[src/rtl/fifo_burst_reader.sv]
// ---------------------------------------------------------------------------
// fifo_burst_reader
//
// Read-side stage for a lookahead synchronous FIFO. Waits until the FIFO
// holds at least BURST_LEN words, then drains exactly BURST_LEN words onto a
// registered valid/ready stream, marking the final beat with m_last.
//
// Optional feature (macro FIFO_BURST_RD_TIMEOUT_EN): when fewer than
// BURST_LEN words have sat in the FIFO for TIMEOUT cycles, the words present
// are flushed as a short burst.
//
// Handshake: a beat transfers on a rising edge where m_valid & m_ready are
// both high. While m_valid is high and m_ready is low, m_data/m_last/m_valid
// hold and no FIFO word is read.
//
// Ports:
//   clk, rst_n   clock, asynchronous active-low reset
//   sclr         synchronous clear (issued together with the FIFO's sclr)
//   fifo_data    FIFO head word (valid while !fifo_empty)
//   fifo_empty   FIFO empty flag
//   fifo_uw      FIFO used-word count, ADDR_WIDTH+1 bits
//   fifo_rd_en   FIFO read enable (combinational)
//   m_valid      output beat valid (registered)
//   m_ready      downstream accepts the beat
//   m_data       output beat data (registered)
//   m_last       last beat of the burst (registered)
//   m_len        length of the current burst, held from first to last beat
//   busy         high while a burst is being issued (BURST or DRAIN)
//   state_dbg    current FSM state (0=IDLE, 1=BURST, 2=DRAIN)
// ---------------------------------------------------------------------------
module fifo_burst_reader #(
  parameter int DATA_WIDTH = 32,
  parameter int ADDR_WIDTH = 8,
  parameter int BURST_LEN  = 16,
  parameter int TIMEOUT    = 64
) (
  input  logic                  clk,
  input  logic                  rst_n,
  input  logic                  sclr,
  input  logic [DATA_WIDTH-1:0] fifo_data,
  input  logic                  fifo_empty,
  input  logic [ADDR_WIDTH:0]   fifo_uw,
  output logic                  fifo_rd_en,
  output logic                  m_valid,
  input  logic                  m_ready,
  output logic [DATA_WIDTH-1:0] m_data,
  output logic                  m_last,
  output logic [ADDR_WIDTH:0]   m_len,
  output logic                  busy,
  output logic [1:0]            state_dbg
);

  localparam int LW = ADDR_WIDTH + 1;
  localparam logic [LW-1:0] BL = LW'(BURST_LEN);

  if (BURST_LEN < 1 || BURST_LEN > (1 << ADDR_WIDTH) || TIMEOUT < 1) begin : g_bad_param
    $error("fifo_burst_reader: BURST_LEN or TIMEOUT out of range");
  end

  typedef enum logic [1:0] {
    IDLE  = 2'd0,
    BURST = 2'd1,
    DRAIN = 2'd2
  } state_t;

  state_t          state_q, state_d;
  logic [LW-1:0]   remaining_q;
  logic            start_full;
  logic            start_part;
  logic            accept;

`ifdef FIFO_BURST_RD_TIMEOUT_EN
  localparam int TW = $clog2(TIMEOUT + 1);
  localparam logic [TW-1:0] TO_LAST = TW'(TIMEOUT - 1);
  logic [TW-1:0] timer_q;
`endif

  assign accept    = m_valid & m_ready;
  assign busy      = (state_q != IDLE);
  assign state_dbg = state_q;

  // Next-state and read-enable logic.
  always_comb begin
    state_d    = state_q;
    fifo_rd_en = 1'b0;
    start_full = 1'b0;
    start_part = 1'b0;
    case (state_q)
      IDLE: begin
        // A full burst wins over a timeout flush in the same cycle.
        if (fifo_uw >= BL) begin
          state_d    = BURST;
          start_full = 1'b1;
        end
`ifdef FIFO_BURST_RD_TIMEOUT_EN
        else if (timer_q == TO_LAST && !fifo_empty) begin
          state_d    = BURST;
          start_part = 1'b1;
        end
`endif
      end
      BURST: begin
        // The empty guard is redundant with the start check but keeps the
        // FIFO safe from underflow regardless of upstream behaviour.
        fifo_rd_en = (remaining_q != '0) & ~fifo_empty & (~m_valid | m_ready);
        if (fifo_rd_en && remaining_q == LW'(1)) begin
          state_d = DRAIN;
        end
      end
      DRAIN: begin
        if (accept) begin
          state_d = IDLE;
        end
      end
      default: state_d = IDLE;
    endcase
  end

  always_ff @(posedge clk or negedge rst_n) begin
    if (!rst_n) begin
      state_q <= IDLE;
    end else if (sclr) begin
      state_q <= IDLE;
    end else begin
      state_q <= state_d;
    end
  end

  // Output register and burst counter. sclr aborts any burst in flight
  // without issuing m_last.
  always_ff @(posedge clk or negedge rst_n) begin
    if (!rst_n) begin
      m_valid     <= 1'b0;
      m_last      <= 1'b0;
      m_data      <= '0;
      m_len       <= '0;
      remaining_q <= '0;
    end else if (sclr) begin
      m_valid     <= 1'b0;
      m_last      <= 1'b0;
      m_data      <= '0;
      m_len       <= '0;
      remaining_q <= '0;
    end else begin
      if (start_full) begin
        remaining_q <= BL;
        m_len       <= BL;
      end else if (start_part) begin
        remaining_q <= fifo_uw;
        m_len       <= fifo_uw;
      end

      if (fifo_rd_en) begin
        m_data      <= fifo_data;
        m_valid     <= 1'b1;
        m_last      <= (remaining_q == LW'(1));
        remaining_q <= remaining_q - LW'(1);
      end else if (accept) begin
        m_valid <= 1'b0;
        m_last  <= 1'b0;
      end
    end
  end

`ifdef FIFO_BURST_RD_TIMEOUT_EN
  // Counts cycles a partial word count has been waiting in IDLE.
  always_ff @(posedge clk or negedge rst_n) begin
    if (!rst_n) begin
      timer_q <= '0;
    end else if (sclr || state_q != IDLE || state_d != IDLE || fifo_empty) begin
      timer_q <= '0;
    end else if (fifo_uw < BL) begin
      timer_q <= timer_q + TW'(1);
    end
  end
`endif

endmodule

[config.mk]
export PLATFORM = sky130hd
export DESIGN_NAME = fifo_burst_reader
export DESIGN_NICKNAME = d
export VERILOG_FILES = /design/src/rtl/fifo_burst_reader.sv
export SDC_FILE = /design/constraint.sdc
export NUM_CORES = 1
export LEC_CHECK = 0
export CAP_MARGIN = 20
export CORE_UTILIZATION = 42
export DETAILED_ROUTE_END_ITERATION = 10
export GPL_TIMING_DRIVEN = 0
export PLACE_DENSITY = 0.81
export SYNTH_ARGS = -nofsm -noshare
export SYNTH_HDL_FRONTEND = slang
export SYNTH_SLANG_ARGS = --single-unit
[constraint.sdc]
create_clock -name clk -period 2 [get_ports clk]
set_input_delay 0.4 -clock clk [delete_from_list [all_inputs] [get_ports clk]]
set_output_delay 0.4 -clock clk [all_outputs]
set_load 0.02 [all_outputs]
-- After elaboration in Yosys (flattened, before gate mapping)
Cells that the tools add are included.
- register bits after elaboration: 54
- input bits: 46
- output and inout port bits: 47
- $lt $le $gt $ge: 1
- add/sub/neg operators: 1
- bitwise gates (word level): 6
- muxes and demuxes: 19
- eq/ne operators: 6
- reductions and logical operators: 9
- operators by type and width (operator ; number):
    $mux 32 ; 2
    $mux 9 ; 4
    $eq 9x1->1 const B ; 1
    $ge 9x5->1 const B ; 1
    $ne 3x3->1 const B ; 3
    $reduce_bool 9->1 ; 1
    $sub 9x1->9 const B ; 1
    $mux 1 ; 8
    $mux 2 ; 4
    $pmux 2 s3 ; 1
    $reduce_bool 2->1 ; 3
    $reduce_bool 3->1 ; 2
    $and 1x1->1 ; 3
    $reduce_and 3->1 ; 1
    $eq 2x1->1 const B ; 1
    $eq 2x2->1 const B ; 1
    $logic_not 2->1 ; 1
    $not 1->1 ; 2
    $logic_and 1x1->1 ; 1
    $or 1x1->1 ; 1

-- Longest topological paths before layout
Gate-level depths: netlist of the first run.
- word-level depth: 7
- gate-level depth with buffers: 7

-- Least setup slack after synthesis of the first run
No wires, ideal clock.
- path type: reg-to-output
- start point: register m_valid
- end point: output port fifo_rd_en
- path buffers: 1
- data arrival time: 1.445 ns
- cell stages (with the launch flop): 5
- path slack: 0.155 ns
- cells stage by stage: dfrtp_1 -> nor2b_4 -> or3_1 -> buf_6 -> nor2_1
- cells in the longest elaborated chain, start to end: 4
- ends and longest elaborated chain (what ; RTL line ; source):
    start, declared ; 44 ; output logic m_valid,
    start signal, assigned ; 133 ; m_valid <= 1'b0;
    start signal, assigned ; 139 ; m_valid <= 1'b0;
    start signal, assigned ; 155 ; m_valid <= 1'b1;
    $not 1->1 ; 105 ; fifo_rd_en = (remaining_q != '0) & ~fifo_empty & (~m_valid | m_ready);
    $or 1x1->1 ; 105 ;
    $and 1x1->1 ; 105 ;
    $mux 1 ; 88 ; case (state_q)
    end, declared ; 43 ; output logic fifo_rd_en,
Every way passes these cells.

-- Worst setup path in the final report of the first run
- start point: register remaining_q[5]
- end point: output port fifo_rd_en
- cells in the longest elaborated chain, start to end: 4
- ends and longest elaborated chain (what ; RTL line ; source):
    start, declared ; 67 ; logic [LW-1:0] remaining_q;
    start signal, assigned ; 149 ; remaining_q <= fifo_uw;
    start signal, assigned ; 157 ; remaining_q <= remaining_q - LW'(1);
    $reduce_bool 9->1 ; 105 ;
    $and 1x1->1 (2 in series) ; 105 ;
    $mux 1 ; 88 ;
Every way passes these cells.

==> results of run 1 <==
## routing by layer
layer / part of all wire, % / GRT usage (%)
met3: 6.6 / 6.35
met1: 42 / 26.7
met4: 0.57 / 5.45
met2: 51 / 31.8
met5: 0 / 0
## worst reg2reg max path: stages, from the launching register on
cell     delay (ps)
dfrtp_2         470
or3_4           400
buf_6           130
buf_4           140
buf_4           150
or3_1           360
a21oi_1         120
## how the worst min path moves through the flow
stage	start	to	slack (ps)	cells past startpoint
final	rst_n	state_dbg[1]$_DFFE_PN0P_	40	1
after floorplan	rst_n	m_data[0]$_DFFE_PN0P_	100	0
after detailed placement	rst_n	state_dbg[0]$_DFFE_PN0P_	380	1
after global routing	rst_n	m_data[1]$_DFFE_PN0P_	60	1
after CTS	rst_n	state_dbg[0]$_DFFE_PN0P_	50	1
after global placement	m_data[8]$_DFFE_PN0P_	m_data[8]$_DFFE_PN0P_	480	1
## state kept, by name (all words and copies together), names as in the netlist
register,cells
m_data,32
m_last,1
state_dbg,2
remaining_q,9
m_valid,1
m_len,1
## layout make-up
cell class / instances / area (um^2)
inverters: 5 / 18.8
multi-input cells: 107 / 866
repair buffers: 95 / 922
well taps: 67 / 83.8
clock inverters: 2 / 37.5
clock buffers: 6 / 72.6
plain buffers: 18 / 148
flip-flops and latches: 46 / 1160
fillers: 385 / 1480
## Yosys cell counts (2+ instances only)
master | instances | area (um^2)
nor2_1 | 7 | 26.3
a311oi_1 | 2 | 17.5
nand3_1 | 2 | 10.0
nand2_1 | 5 | 18.8
buf_4 | 12 | 90.1
inv_1 | 5 | 18.8
nand4_1 | 4 | 25.0
o211ai_1 | 4 | 30.0
ha_1 | 3 | 37.5
o21a_1 | 2 | 15.0
a31oi_1 | 3 | 18.8
nand2b_1 | 3 | 18.8
dfrtp_1 | 46 | 1150
a22o_1 | 33 | 289
buf_6 | 4 | 45.0
a21oi_1 | 2 | 10.0
or3_1 | 2 | 12.5
nor3_1 | 2 | 10.0
## kinds of logic (layout without fill, tap and decap cells)
logic type,count (synthesis),in the layout,synth area share (%)
adders and majority gates,3,3,1.78
AOI/OAI and AO/OA,57,57,23.2
other,1,8,0.177
buffers and inverters,23,126,7.70
and+or+nand+nor,37,37,11.7
muxes,2,2,1.01
DFF,46,46,54.5
## what timing repair did
item                                    CTS  global route
endpoints found under the setup margin    1            33
endpoints found under the hold margin     0             0
setup buffers                             6             8
pin swaps                                 3             3
resized for setup                        12            11
## power breakdown
| part | internal [mW] | switching [mW] |
|---|---|---|
| clock | 0.373 | 0.321 |
| combinational | 0.308 | 0.294 |
| sequential | 0.980 | 0.0427 |
| total | 1.66 | 0.657 |
## stage by stage
stage / hold WS (ps) / power, mW / setup WS (ps) / cells
floorplan: 104 / 1.33 / 155 / 176
global placement: 481 / 1.56 / -737 / 323
detailed placement: 383 / 1.57 / -723 / 324
CTS: 51.1 / 2.29 / 2.55 / 338
global route: 63.2 / 2.43 / -29.0 / 346
finish: 35.2 / 2.32 / 48.6 / 346
==> results.json, run 1 <==
{
  "grtUsageTotal_pct": 20.1,
  "finClkSkew_ps": 8.01,
  "r2r_start": "state_dbg[1]$_DFFE_PN0P_",
  "hold_viol": 0,
  "clk_latency_ps": 310,
  "first_pass_iters": 4,
  "cts_num_sinks": 46,
  "antenna_cells": 0,
  "grt_antenna_before_repair": 0,
  "cp_max_fo": 7,
  "syn2layout_area_growth_pct": 56.4,
  "status": "finished clean",
  "peakVddDrop_mv": 0.456,
  "layout_commonest_cell": "clkdlybuf4s50_1",
  "startpoint": "remaining_q[5]$_DFFE_PN0P_",
  "grt_pass1_wl_um": 8140,
  "min_path_type": "input pin to asynchronous set/reset pin",
  "routed_wl_um": 5110,
  "wl_per_cell_um": 14.8,
  "rr_worst_depth": 6,
  "synthDistinctLibCells": 46,
  "syn-instance-count": 169,
  "r2r-end": "state_dbg[1]$_DFFE_PN0P_",
  "chipWidth_um": 72.9,
  "end_kind": "output port",
  "grt_overflow": 0,
  "cp_data_required_time_ps": 1600,
  "endpoint": "fifo_rd_en",
  "worst-path-buf-inv": 2,
  "clk_pin_slew_ps": 90,
  "ys_dominant_reg_cell": "dfrtp_1",
  "post_dp_cell_area_um2": 3040,
  "die-area_um2": 5320,
  "drtAntennaViolNets": 0,
  "crit_path_frequent_cell": "buf_6",
  "grt_pass1_vias": 1719,
  "powerDensity_nw_per_um2": 701,
  "max-slew-margin-rel_pct": 62.1,
  "startpoint_type": "register",
  "synth_area_per_cell_um2": 12.5,
  "yosysSeqAreaShare_pct": 54.5,
  "crit_chain": "nor4_4 > and3_1 > buf_6 > nor2_4 > buf_6",
  "ys_warn_count": 0,
  "cts-htree-levels": 2,
  "vias_per_cell": 5.15,
  "drv_slew": 0,
  "maxCapViolations": 0,
  "crit_cells": 5,
  "cpPeakStageDelay_ps": 440,
  "path_delay_family": "simple AND/OR/NAND/NOR gates",
  "mostFrequentLayoutCells": "75 x clkdlybuf4s50_1, 41 x dfrtp_1, 33 x a22o_1, 25 x buf_4, 8 x conb_1",
  "arrival_ps": 1550,
  "final_util_pct": 69.1,
  "tritoncts": "done",
  "async_reset_ff_share_pct": 100,
  "tightest_slew_ps": 567,
  "final_area_um2": 3310,
  "syn_area_um2": 2110,
  "finalWeightedCongestion": 0.855,
  "rsz0062_at_grt": "true",
  "crit_slowest_cell": "dfrtp_2",
  "fin_tns_setup_ps": 0,
  "initial_core_util_pct": 44.2,
  "drc_errors": 0,
  "synth_edf_count": 0,
  "io_buffers": 80,
  "cts_buffer_depth": 2,
  "p_leak_nw": 1.49,
  "crit_type": "register to output port",
  "drive_gt1_share_pct": 21.9,
  "design.final.nets": 327,
  "ios": 93,
  "cts_root_buf": "clkbuf_8",
  "fp-row-count": 25,
  "max_freq_mhz": 512,
  "fin_crit_ps": 1950,
  "synth-seq-cells": 46,
  "grt_max_degree": 28,
  "setup_viol": 0,
  "core_area_um2": 4790,
  "cts_hold_buffers": 0,
  "drtIter0Drc": 87,
  "die_h_um": 72.9,
  "numCtsBuffers": 5,
  "reg2reg_setup_slack_ps": 150,
  "place_hpwl_um": 3470,
  "num_vias": 1783,
  "fin_crit_sh_pct": 97.6
}
No activity file was read; power rests on OpenSTA's default activity.
==> run 2, diff against run 1 <==
Settings changed: CELL_PAD_IN_SITES_DETAIL_PLACEMENT set to 0, CELL_PAD_IN_SITES_GLOBAL_PLACEMENT set to 2, CORE_UTILIZATION 42 to 26, SETUP_SLACK_MARGIN set to 0.1.
==> results.json, run 2 (synthesis results as in run 1) <==
{
  "crit_cells": 5,
  "fin_cells": 387,
  "post_dp_cell_area_um2": 3080,
  "chipWidth_um": 92.2,
  "routed_wl_um": 5660,
  "first_pass_iters": 4,
  "drtIter0Drc": 96,
  "cts-htree-levels": 2,
  "drtAntennaViolNets": 0,
  "dpl.cell_count": 359,
  "holdWs_ps": 75.1,
  "tritoncts": "done",
  "largest_reg_flops": 32,
  "cts_buffer_depth": 2,
  "final_area_um2": 3440,
  "crit_chain": "nor4_4 > and3_1 > buf_6 > nor2_4 > buf_6",
  "die_h_um": 92.2,
  "design.final.nets": 333,
  "finalWeightedCongestion": 0.730,
  "grt_pass1_vias": 1831,
  "grt_overflow": 0,
  "wl_per_cell_um": 14.6,
  "cpPeakStageDelay_ps": 440,
  "setup_viol": 0,
  "grt_pass1_wl_um": 9080,
  "end_kind": "output port",
  "initial_core_util_pct": 27.1,
  "numCtsBuffers": 5,
  "worst_slack_ps": 40.2,
  "crit_slowest_cell": "dfrtp_2",
  "arrival_ps": 1560,
  "drv_slew": 0,
  "mostFrequentLayoutCells": "75 x clkdlybuf4s50_1, 41 x dfrtp_1, 33 x a22o_1, 27 x buf_4, 8 x conb_1",
  "clk_latency_ps": 300,
  "cp_data_required_time_ps": 1600,
  "drc_errors": 0,
  "antenna_cells": 0,
  "vias_per_cell": 4.66,
  "clk_pin_slew_ps": 90,
  "cts_num_sinks": 46,
  "largest_register": "m_data",
  "grtUsageTotal_pct": 13.6,
  "p_leak_nw": 1.53,
  "tightest_slew_ps": 569,
  "io_buffers": 80,
  "powerDensity_nw_per_um2": 658,
  "num_vias": 1804,
  "crit_type": "register to output port",
  "layout_commonest_cell": "clkdlybuf4s50_1",
  "hold_viol": 0,
  "finClkSkew_ps": 10.4,
  "core_area_um2": 7810,
  "path_delay_family": "simple AND/OR/NAND/NOR gates",
  "cts_root_buf": "clkbuf_8",
  "peakVddDrop_mv": 0.290,
  "worst-path-buf-inv": 2,
  "status": "finished clean",
  "dp_worst_setup_slack_ps": -731,
  "syn2layout_area_growth_pct": 62.9,
  "drive_gt1_share_pct": 23.9,
  "cp_max_fo": 6,
  "place_hpwl_um": 3790,
  "fp-row-count": 32,
  "rr_worst_depth": 8,
  "max_freq_mhz": 510,
  "grt_max_degree": 25,
  "startpoint_type": "register",
  "max-slew-margin-rel_pct": 62.1,
  "min_path_type": "input pin to asynchronous set/reset pin",
  "nFillCells": 772,
  "ios": 93,
  "fin_tns_setup_ps": 0,
  "grt_antenna_before_repair": 0,
  "fin_crit_ps": 1960,
  "rsz0062_at_grt": "true",
  "die-area_um2": 8490,
  "fin_crit_sh_pct": 98.0,
  "maxCapViolations": 0,
  "cts_hold_buffers": 0,
  "crit_path_frequent_cell": "buf_6"
}
run 2: through the flow:
stage | power [mW] | utilization (%)
after floorplan | 1.33 | -
after global placement | 1.58 | 39.3
after detailed placement | 1.58 | 39.5
after CTS | 2.23 | 42.2
after global routing | 2.38 | 44.1
final | 2.27 | 44.1
run 2: where the power goes:
group,internal (mW),switching [mW]
registers,0.980,0.0427
clock network,0.279,0.314
logic,0.337,0.312
total,1.60,0.669
run 2: worst paths after layout:
kind	startpoint	end	slack [ps]
worst max register to register	remaining_q[5]$_DFFE_PN0P_	m_data[7]$_DFFE_PN0P_	100
worst min-delay path	rst_n	state_dbg[1]$_DFFE_PN0P_	80
worst min register to register	m_len[4]$_DFFE_PN0P_	m_len[4]$_DFFE_PN0P_	500
max in group asynchronous	rst_n	m_data[6]$_DFFE_PN0P_	1390
worst max-delay path	remaining_q[5]$_DFFE_PN0P_	fifo_rd_en	40
min in group clk	m_len[4]$_DFFE_PN0P_	m_len[4]$_DFFE_PN0P_	500
run 2: metal layers:
| metal | vias to the layer above | wire length [um] | part of all wire (%) | GRT usage (%) |
|---|---|---|---|---|
| met1 | 888 | 2540 | 45 | 18.1 |
| met2 | 62 | 2680 | 47 | 21.3 |
| met3 | 3 | 413 | 7.3 | 4.39 |
| met4 | 0 | 25 | 0.44 | 3.52 |
| met5 | - | 0 | 0 | 0 |
| li1 | 851 | - | - | - |
run 2: final cells by class:
| type | count | area (um^2) | area share (%) |
|---|---|---|---|
| flip-flops and latches | 46 | 1160 | 33.6 |
| repair buffers | 101 | 1010 | 29.2 |
| multi-input cells | 107 | 882 | 25.6 |
| plain buffers | 18 | 160 | 4.65 |
| well taps | 102 | 128 | 3.71 |
| clock buffers | 7 | 86.3 | 2.51 |
| inverters | 5 | 18.8 | 0.545 |
| clock inverters | 1 | 5.00 | 0.145 |
run 2: timing repair:
action	in CTS	in global routing
pin swaps	4	15
setup endpoints to repair	33	37
gates resized for setup	18	13
buffers inserted	12	6
gates cloned	0	2
